File: src/rtl/regfile_2r1w.sv
// regfile_2r1w: DEPTH x WIDTH register file with two registered read ports
// and one synchronous write port. Supports optional read-during-write bypass,
// a hardwired zero register, synchronous bulk clear and per-port read-valid.
module regfile_2r1w #(
    parameter int WIDTH       = 8,
    parameter int DEPTH       = 8,
    parameter int AW          = $clog2(DEPTH),
    parameter int WRITE_FIRST = 1,
    parameter int ZERO_REG    = 0
) (
    input  logic             Clock,
    input  logic             nReset,
    input  logic             Clear,
    input  logic             Write,
    input  logic [AW-1:0]    WAddr,
    input  logic [WIDTH-1:0] WriteData,
    input  logic             REnA,
    input  logic [AW-1:0]    RAddrA,
    output logic [WIDTH-1:0] DataA,
    output logic             ValidA,
    input  logic             REnB,
    input  logic [AW-1:0]    RAddrB,
    output logic [WIDTH-1:0] DataB,
    output logic             ValidB
);

    logic [WIDTH-1:0] regs_q [DEPTH];

    logic [WIDTH-1:0] data_a_q, data_a_d;
    logic [WIDTH-1:0] data_b_q, data_b_d;
    logic             valid_a_q, valid_a_d;
    logic             valid_b_q, valid_b_d;
    logic             wr_accept;

    // Addresses can exceed DEPTH when DEPTH is not a power of two.
    function automatic logic in_range(input logic [AW-1:0] addr);
        return 32'(addr) < 32'(DEPTH);
    endfunction

    // Register 0 is read-only-zero when ZERO_REG is set.
    function automatic logic is_zero_reg(input logic [AW-1:0] addr);
        return (ZERO_REG != 0) && (addr == '0);
    endfunction

    // Value a read port captures on the next edge; earlier rules take priority.
    function automatic logic [WIDTH-1:0] sel_value(input logic [AW-1:0] raddr);
        logic [WIDTH-1:0] v;
        v = '0;
        if (!in_range(raddr) || is_zero_reg(raddr) || Clear) begin
            v = '0;
        end else if ((WRITE_FIRST != 0) && wr_accept && (WAddr == raddr)) begin
            v = WriteData;
        end else begin
            for (int i = 0; i < DEPTH; i++) begin
                if (raddr == AW'(i)) v = regs_q[i];
            end
        end
        return v;
    endfunction

    // A write lands only for an existing, writable register.
    assign wr_accept = Write && in_range(WAddr) && !is_zero_reg(WAddr);

    // Read-port next state: data holds when the port is idle, valid follows enable.
    always_comb begin
        data_a_d  = data_a_q;
        data_b_d  = data_b_q;
        valid_a_d = REnA;
        valid_b_d = REnB;
        if (REnA) data_a_d = sel_value(RAddrA);
        if (REnB) data_b_d = sel_value(RAddrB);
    end

    // Register storage: async reset, sync clear overriding any write.
    always_ff @(posedge Clock or negedge nReset) begin
        if (!nReset) begin
            for (int i = 0; i < DEPTH; i++) regs_q[i] <= '0;
        end else if (Clear) begin
            for (int i = 0; i < DEPTH; i++) regs_q[i] <= '0;
        end else if (wr_accept) begin
            for (int i = 0; i < DEPTH; i++) begin
                if (WAddr == AW'(i)) regs_q[i] <= WriteData;
            end
        end
    end

    // Registered read outputs for both ports.
    always_ff @(posedge Clock or negedge nReset) begin
        if (!nReset) begin
            data_a_q  <= '0;
            data_b_q  <= '0;
            valid_a_q <= 1'b0;
            valid_b_q <= 1'b0;
        end else begin
            data_a_q  <= data_a_d;
            data_b_q  <= data_b_d;
            valid_a_q <= valid_a_d;
            valid_b_q <= valid_b_d;
        end
    end

    assign DataA  = data_a_q;
    assign DataB  = data_b_q;
    assign ValidA = valid_a_q;
    assign ValidB = valid_b_q;

endmodule
File: config.mk
export PLATFORM = sky130hd
export DESIGN_NAME = regfile_2r1w
export DESIGN_NICKNAME = d
export VERILOG_FILES = /design/src/rtl/regfile_2r1w.sv
export SDC_FILE = /design/constraint.sdc
export NUM_CORES = 1
export LEC_CHECK = 0
export BUFFER_PORTS_ARGS = -buffer_cell sky130_fd_sc_hd__clkbuf_2
export CAP_MARGIN = 20
export CORE_ASPECT_RATIO = 1.2
export CORE_UTILIZATION = 45
export DETAILED_ROUTE_END_ITERATION = 7
export HOLD_SLACK_MARGIN = 0.02
export SLEW_MARGIN = 40
export SYNTH_ARGS = -nofsm -noshare
export SYNTH_HDL_FRONTEND = slang
export SYNTH_SLANG_ARGS = --single-unit
File: constraint.sdc
create_clock -name Clock -period 2 [get_ports Clock]
set_input_delay 0.4 -clock Clock [delete_from_list [all_inputs] [get_ports Clock]]
set_output_delay 0.4 -clock Clock [all_outputs]
set_load 0.02 [all_outputs]
**Word-level counts from Yosys, hierarchy flattened**

Cells that the tools add are included.

- Equal/unequal tests: 23
- Multiplexer cells: 30
- Reductions and logical operators: 22

Operators by type and width:

| kind | count |
|---|---|
| 2-to-1 mux 8 bit | 28 |
| 2-to-1 mux 64 bit | 2 |
| == test 3 bit, second input constant | 12 |
| == test 3 x 2 -> 1 bit, second input constant | 6 |
| nonzero test 2 bit | 9 |
| AND reduction 2 bit | 8 |
| == test 3 x 1 -> 1 bit, second input constant | 3 |
| zero test 3 bit | 3 |
| == test 3 bit | 2 |
| logical AND 1 bit | 2 |

- Register bits after elaboration: 82
- Input bits: 23
- Output and inout port bits: 18

**Longest topological paths before layout**

Gate-level depths: netlist of the first run.

- Word-level depth: 11
- Mapped depth: 7

**Worst setup path before layout of the first run**

Ideal clock, no wire load.

- Path kind: input-to-reg
- From: in RAddrA[1]
- To: reg data_a_q[5] (netlist: DataA[5])
- Arrival time: 1307 ps
- Path slack: 560 ps
- Cell stages on the path: 5
- Buffers on the path: 1
- Path through: buf_6 -> mux4_2 -> mux2i_1 -> and2_1 -> o32ai_1

- Longest elaborated chain between the ends: 11

Ends and longest elaborated chain:

| item | line | RTL |
|---|---|---|
| start, declared | 18 | `input logic [AW-1:0] RAddrA,` |
| zero test 3 bit | 55 | `if (raddr == AW'(i)) v = regs_q[i];` |
| 2-to-1 mux 8 bit (8 in a row) | 55 |  |
| 2-to-1 mux 8 bit * | 51 | `end else if ((WRITE_FIRST != 0) && wr_accept && (WAddr == raddr)) begin` |
| 2-to-1 mux 8 bit * | 49 | `if (!in_range(raddr) \|\| is_zero_reg(raddr) \|\| Clear) begin` |
| end signal, assigned | 95 | `data_a_q <= data_a_d;` |
| end, declared | 29 | `logic [WIDTH-1:0] data_a_q, data_a_d;` |

Mark *: on every way between the ends. The rest lies on a longest branch, timed or not.
A chain may end at the register's enable or synchronous reset.

**Worst setup path in the final report of the first run**

- From: reg regs_q[57] (netlist bit)
- To: reg data_b_q[1] (netlist: DataB[1])

- Longest elaborated chain between the ends: 10

Ends and longest elaborated chain:

| item | line | RTL |
|---|---|---|
| start, declared | 27 | `logic [WIDTH-1:0] regs_q [DEPTH];` |
| start signal, assigned by index | 82 | `if (WAddr == AW'(i)) regs_q[i] <= WriteData;` |
| 2-to-1 mux 8 bit (8 in a row) | 55 |  |
| 2-to-1 mux 8 bit | 51 |  |
| 2-to-1 mux 8 bit | 49 |  |
| end signal, assigned | 96 | `data_b_q <= data_b_d;` |
| end, declared | 30 | `logic [WIDTH-1:0] data_b_q, data_b_d;` |

No other way between the ends.

==> flow_summary.yaml, run 1 <==
floorplanning:
  design.portCount: 41
  die_area_sq_um: 11020
  row_count: 40
  die_h_um: 114.8
  start_util_pct: 46.95
  die_w_um: 95.98
  core_sq_um: 10160
timing:
  tightest_slew_ps: 710.0
  setup_violations: 0
  rsz0062_at_grt: "false"
  fin_crit_sh_pct: 71.39
  period_needed_ps: 1428
  fmax_ghz: 0.7003
  slew_headroom_pct: 52.67
  fin_skew_ps: 6.640
  finalMaxSlewViolations: 0
  setup_tns_ps: 0
  hold_viol_final: 0
cts:
  clk_pin_slew_ps: 60
  cts_resized: 0
  cts_tree: "built"
  cts.sinks: 82
  htreeDepth: 3
  root_buffer: "clkbuf_16"
  cts.path.max_buffers: 2
  clk_latency_ps: 330
  postCtsSetupBuffers: 0
  cts_buffers: 9
critical_path:
  end_kind: "flip-flop"
  worst-path-max-fanout: 3
  arrival_ps: 1650
  crit_slowest_cell: "a2111oi_0"
  required_ps: 2220
  critPathKind: "reg2reg"
  critPathBufInv: 0
  cp_cell_sequence: "nor2b_1 > a2111oi_0 > a221o_1 > a21oi_2"
  startpoint_type: "flip-flop"
  critPathTopFamily: "compound AO/OA/AOI/OAI gates"
  max_stage_delay_ps: 480
pwr:
  peakVddDrop_v: 0.0003637
  leakage_nw: 2.307
  power_density_nw_per_um2: 708.3
synthesis:
  synth.yosys.seq_area_share_pct: 43.02
  ys_types: 37
  syn-cell-area_sq_um: 4770
  syn_nets: 580
  ys_seq_elements: 82
  yosys_warnings: 0
  avgSynthCellArea_sq_um: 8.563
  netlist_instances: 557
finish:
  final_cell_mix: "nand2_1 (163), dfrtp_1 (82), a21oi_1 (70)"
  nNetsFinal: 614
  drive_above_1_share_pct: 15.10
  fin_util_pct: 53.05
  syn_to_final_growth_pct: 13.01
  stdcell_area_sq_um: 5390
  n_antenna_cell: 0
  final_common_cell: "nand2_1"
min_path:
  hold_class: "in2reg"
grt:
  grt_pass1_wl_mm: 21.17
  grtUsageTotal_pct: 25.70
  antenna_found_initial: 0
  grt_pass1_vias: 3974
  grt_max_degree: 65
  grt_overflow: 0
drt:
  wl_met2_mm: 6.432
  drt_iter0_drc: 315
  routed_wirelength_mm: 13.07
  via_per_inst: 5.673
  drc: 0
  wl_per_cell_um: 18.10
  wl_met3_um: 657
  first_pass_iters: 5
  highest_layer: "met4"
  drt-met1-wl_mm: 5.846
  num_vias: 4096
  postRouteAntennaNets: 0
placement:
  placed_cell_area_sq_um: 5099
  io_buffers: 40
  gp_congestion: 0.8858
  dpl.hpwl_mm: 9.746
status:
  run_status: "finished, final reports clean"
flow_run:
  maxCapViolCount: 0
[metal layers]
metal  GRT usage (%)  vias up
li1                -     1990
met1           34.10     1982
met2           43.69      113
met3           4.233       11
met4           5.970        0
met5               0        -
[sequential cells by signal, indices dropped and copies added, names as in the netlist]
name,count
ValidA,1
ValidB,1
DataB,8
regs_q,64
DataA,8
[stage by stage]
stage	cells	setup WS (ps)	hold WS [ps]	power [mW]
after CTS	722	548.7	285.7	3.848
after detailed placement	705	278.5	359.2	2.301
after global placement	705	305.1	362.4	2.291
final	722	572.1	289.6	3.818
after floorplan	557	559.9	104.4	2.118
after global routing	722	449.7	292.0	3.988
[area by class of cell]
type	instances	area, sq um
timing repair buffer	64	410.4
clock buffer	11	242.7
fill	967	4770
inverter	8	30.03
clock inverter	5	38.79
multi-input combinational	426	2459
sequential	82	2052
tap	126	157.7
[path summary, 6_finish.rpt]
| path | start | end | slack [ps] | cells past startpoint |
|---|---|---|---|---|
| worst max-delay path | regs_q[57]$_DFFE_PN0P_ | DataB[1]$_DFFE_PN0P_ | 570 | 4 |
| worst min-delay path | REnB | ValidB$_DFF_PN0_ | 290 | 1 |
| worst max register to register | regs_q[57]$_DFFE_PN0P_ | DataB[1]$_DFFE_PN0P_ | 570 | 4 |
| worst min register to register | regs_q[50]$_DFFE_PN0P_ | regs_q[50]$_DFFE_PN0P_ | 550 | 2 |
| max in group asynchronous | nReset | regs_q[56]$_DFFE_PN0P_ | 880 | 3 |
| min in group asynchronous | nReset | DataA[6]$_DFFE_PN0P_ | 540 | 2 |
[where the power goes]
group          switching (mW)  internal, mW
sequential             0.0378          1.71
clock                   0.664         0.882
combinational           0.335         0.192
[cells in the mapped netlist]
library cell | count | area share, %
nand2_1 | 163 | 13
dfrtp_1 | 82 | 43
a21oi_1 | 70 | 7.3
mux2i_1 | 35 | 7.3
nand2b_1 | 32 | 4.2
clkbuf_1 | 17 | 1.3
and3_1 | 15 | 2.0
buf_2 | 15 | 1.6
o21ai_0 | 14 | 1.5
nor2b_1 | 13 | 1.7
nor2_1 | 10 | 0.79
inv_1 | 8 | 0.63
a2111oi_0 | 7 | 1.3
a221o_1 | 7 | 1.5
a2bb2oi_1 | 7 | 1.3
nand3_1 | 7 | 0.73
a21oi_2 | 6 | 1.1
a22oi_1 | 6 | 0.94
xnor2_1 | 6 | 1.1
o221ai_1 | 5 | 0.92
mux4_2 | 4 | 1.9
nand4_1 | 3 | 0.39
and2_1 | 2 | 0.26
buf_1 | 2 | 0.16
buf_12 | 2 | 0.84
buf_4 | 2 | 0.31
buf_6 | 2 | 0.47
nand4b_1 | 2 | 0.37
nor3_2 | 2 | 0.42
o211ai_1 | 2 | 0.31
o21bai_1 | 2 | 0.31
o32ai_1 | 2 | 0.37
a32oi_1 | 1 | 0.18
clkbuf_2 | 1 | 0.10
o2111a_1 | 1 | 0.24
o22ai_1 | 1 | 0.13
o2bb2ai_1 | 1 | 0.18
[repair_timing]
item	CTS	global route
hold buffers	1	0
hold endpoints to repair	28	0
setup endpoints to repair	0	0
[cells by family after synthesis]
| kind of cell | Yosys count | synth area share, % |
|---|---|---|
| AND/OR/NAND/NOR | 249 | 23.66 |
| XOR/XNOR | 6 | 1.102 |
| multiplexers | 39 | 9.234 |
| flip-flops | 82 | 43.02 |
| AO/OA/AOI/OAI | 132 | 17.55 |
| buffers and inverters | 49 | 5.430 |
Power figures use the tool's default switching activity.
==> inputs of run 2 (changes only) <==
clock period = 1.5 ns   (was 2 ns; I/O delays follow)
==> flow_summary.yaml, run 2 (synthesis results as in run 1) <==
drt:
  wl_per_cell_um: 18.10
  via_per_inst: 5.604
  postRouteAntennaNets: 0
  first_pass_iters: 4
  drc: 0
  num_vias: 4192
  drt_iter0_drc: 302
  routed_wirelength_mm: 13.54
timing:
  hold_viol_final: 0
  slew_headroom_pct: 62.95
  fmax_ghz: 0.7340
  fin_crit_sh_pct: 90.83
  setup_tns_ps: 0
  tightest_slew_ps: 555.8
  fin_skew_ps: 7.813
  period_needed_ps: 1362
  rsz0062_at_grt: "false"
  finalMaxSlewViolations: 0
  layout_setup_ws_ps: 137.5
  setup_violations: 0
floorplanning:
  core_sq_um: 10160
  die_area_sq_um: 11020
  start_util_pct: 46.95
  design.portCount: 41
  die_h_um: 114.8
  die_w_um: 95.98
  row_count: 40
critical_path:
  required_ps: 1720
  critPathKind: "reg2reg"
  end_kind: "flip-flop"
  arrival_ps: 1580
  worst-path-max-fanout: 3
  startpoint_type: "flip-flop"
cts:
  htreeDepth: 3
  clk_pin_slew_ps: 60
  postCtsSetupBuffers: 0
  cts.sinks: 82
  cts_buffers: 9
  cts.path.max_buffers: 2
  root_buffer: "clkbuf_16"
  clk_latency_ps: 340
  cts_tree: "built"
status:
  run_status: "finished, final reports clean"
placement:
  io_buffers: 40
  gp_congestion: 0.9189
  dpl.hpwl_mm: 10.07
  dp_slack_ps: -62.23
finish:
  syn_to_final_growth_pct: 19.33
  largest-register: "regs_q"
  fin_util_pct: 56.02
  fillers: 942
  n_antenna_cell: 0
  seqCellArea_sq_um: 2052
  final_cell_mix: "nand2_1 (163), dfrtp_1 (82), a21oi_1 (70)"
  nNetsFinal: 640
  largest_reg_flops: 64
  drive_above_1_share_pct: 18.81
  multi_input_area_sq_um: 2459
  final_common_cell: "nand2_1"
pwr:
  peakVddDrop_v: 0.0006012
  power_density_nw_per_um2: 977.3
  power_mw: 5.563
  leakage_nw: 2.479
grt:
  grt_pass1_wl_mm: 21.89
  grt_pass1_vias: 4063
  grt_max_degree: 52
  grtUsageTotal_pct: 26.46
  antenna_found_initial: 0
  grt_overflow: 0
flow_run:
  maxCapViolCount: 0
min_path:
  hold_class: "in2reg"
-- run 2: timing repair --
item	4_1_cts	5_1_grt
hold buffers	1	0
endpoints found under the hold margin	19	0
resized for setup	0	0
-- run 2: final timing paths --
kind,to,cells after the start,start,slack [ps]
min in group asynchronous,regs_q[38]$_DFFE_PN0P_,2,nReset,400
worst max-delay path,DataB[6]$_DFFE_PN0P_,4,regs_q[62]$_DFFE_PN0P_,140
worst min register to register,regs_q[53]$_DFFE_PN0P_,2,regs_q[53]$_DFFE_PN0P_,560
worst min-delay path,ValidB$_DFF_PN0_,1,REnB,180
max in group asynchronous,regs_q[35]$_DFFE_PN0P_,3,nReset,620
worst max register to register,DataB[6]$_DFFE_PN0P_,4,regs_q[62]$_DFFE_PN0P_,140
-- run 2: power by group --
| group | switching (mW) | internal [mW] | total [mW] |
|---|---|---|---|
| sequential | 0.0496 | 2.28 | 2.32 |
| clock | 0.916 | 1.56 | 2.47 |
| combinational | 0.463 | 0.301 | 0.764 |
| total | 1.43 | 4.13 | 5.56 |
-- run 2: metrics by stage --
step                hold WS (ps)  instances  area (sq um)
floorplan                  4.409        557          4770
global placement           213.8        731          5344
detailed placement         225.4        731          5344
CTS                        175.9        748          5692
global route               192.2        748          5692
finish                     184.9        748          5692
-- run 2: metal layers --
layer  wire, um  global-route usage (%)
met5          0                       0
met1       6418                   37.77
met3        482                   2.579
met2       6308                   41.09
met4        330                   10.85
-- run 2: cell type report --
type,instances,share of cell area (%)
multi-input cells,426,43.20
well taps,126,2.770
inverters,8,0.5276
clock buffers,11,4.441
repair buffers,90,11.52
clock inverters,5,1.495
flip-flops and latches,82,36.05
-- run 2: critical path: stages (launching register included) --
cell,delay (ps)
dfrtp_1,400
nor2b_1,140
a2111oi_0,430
a221o_1,220
a21oi_2,60
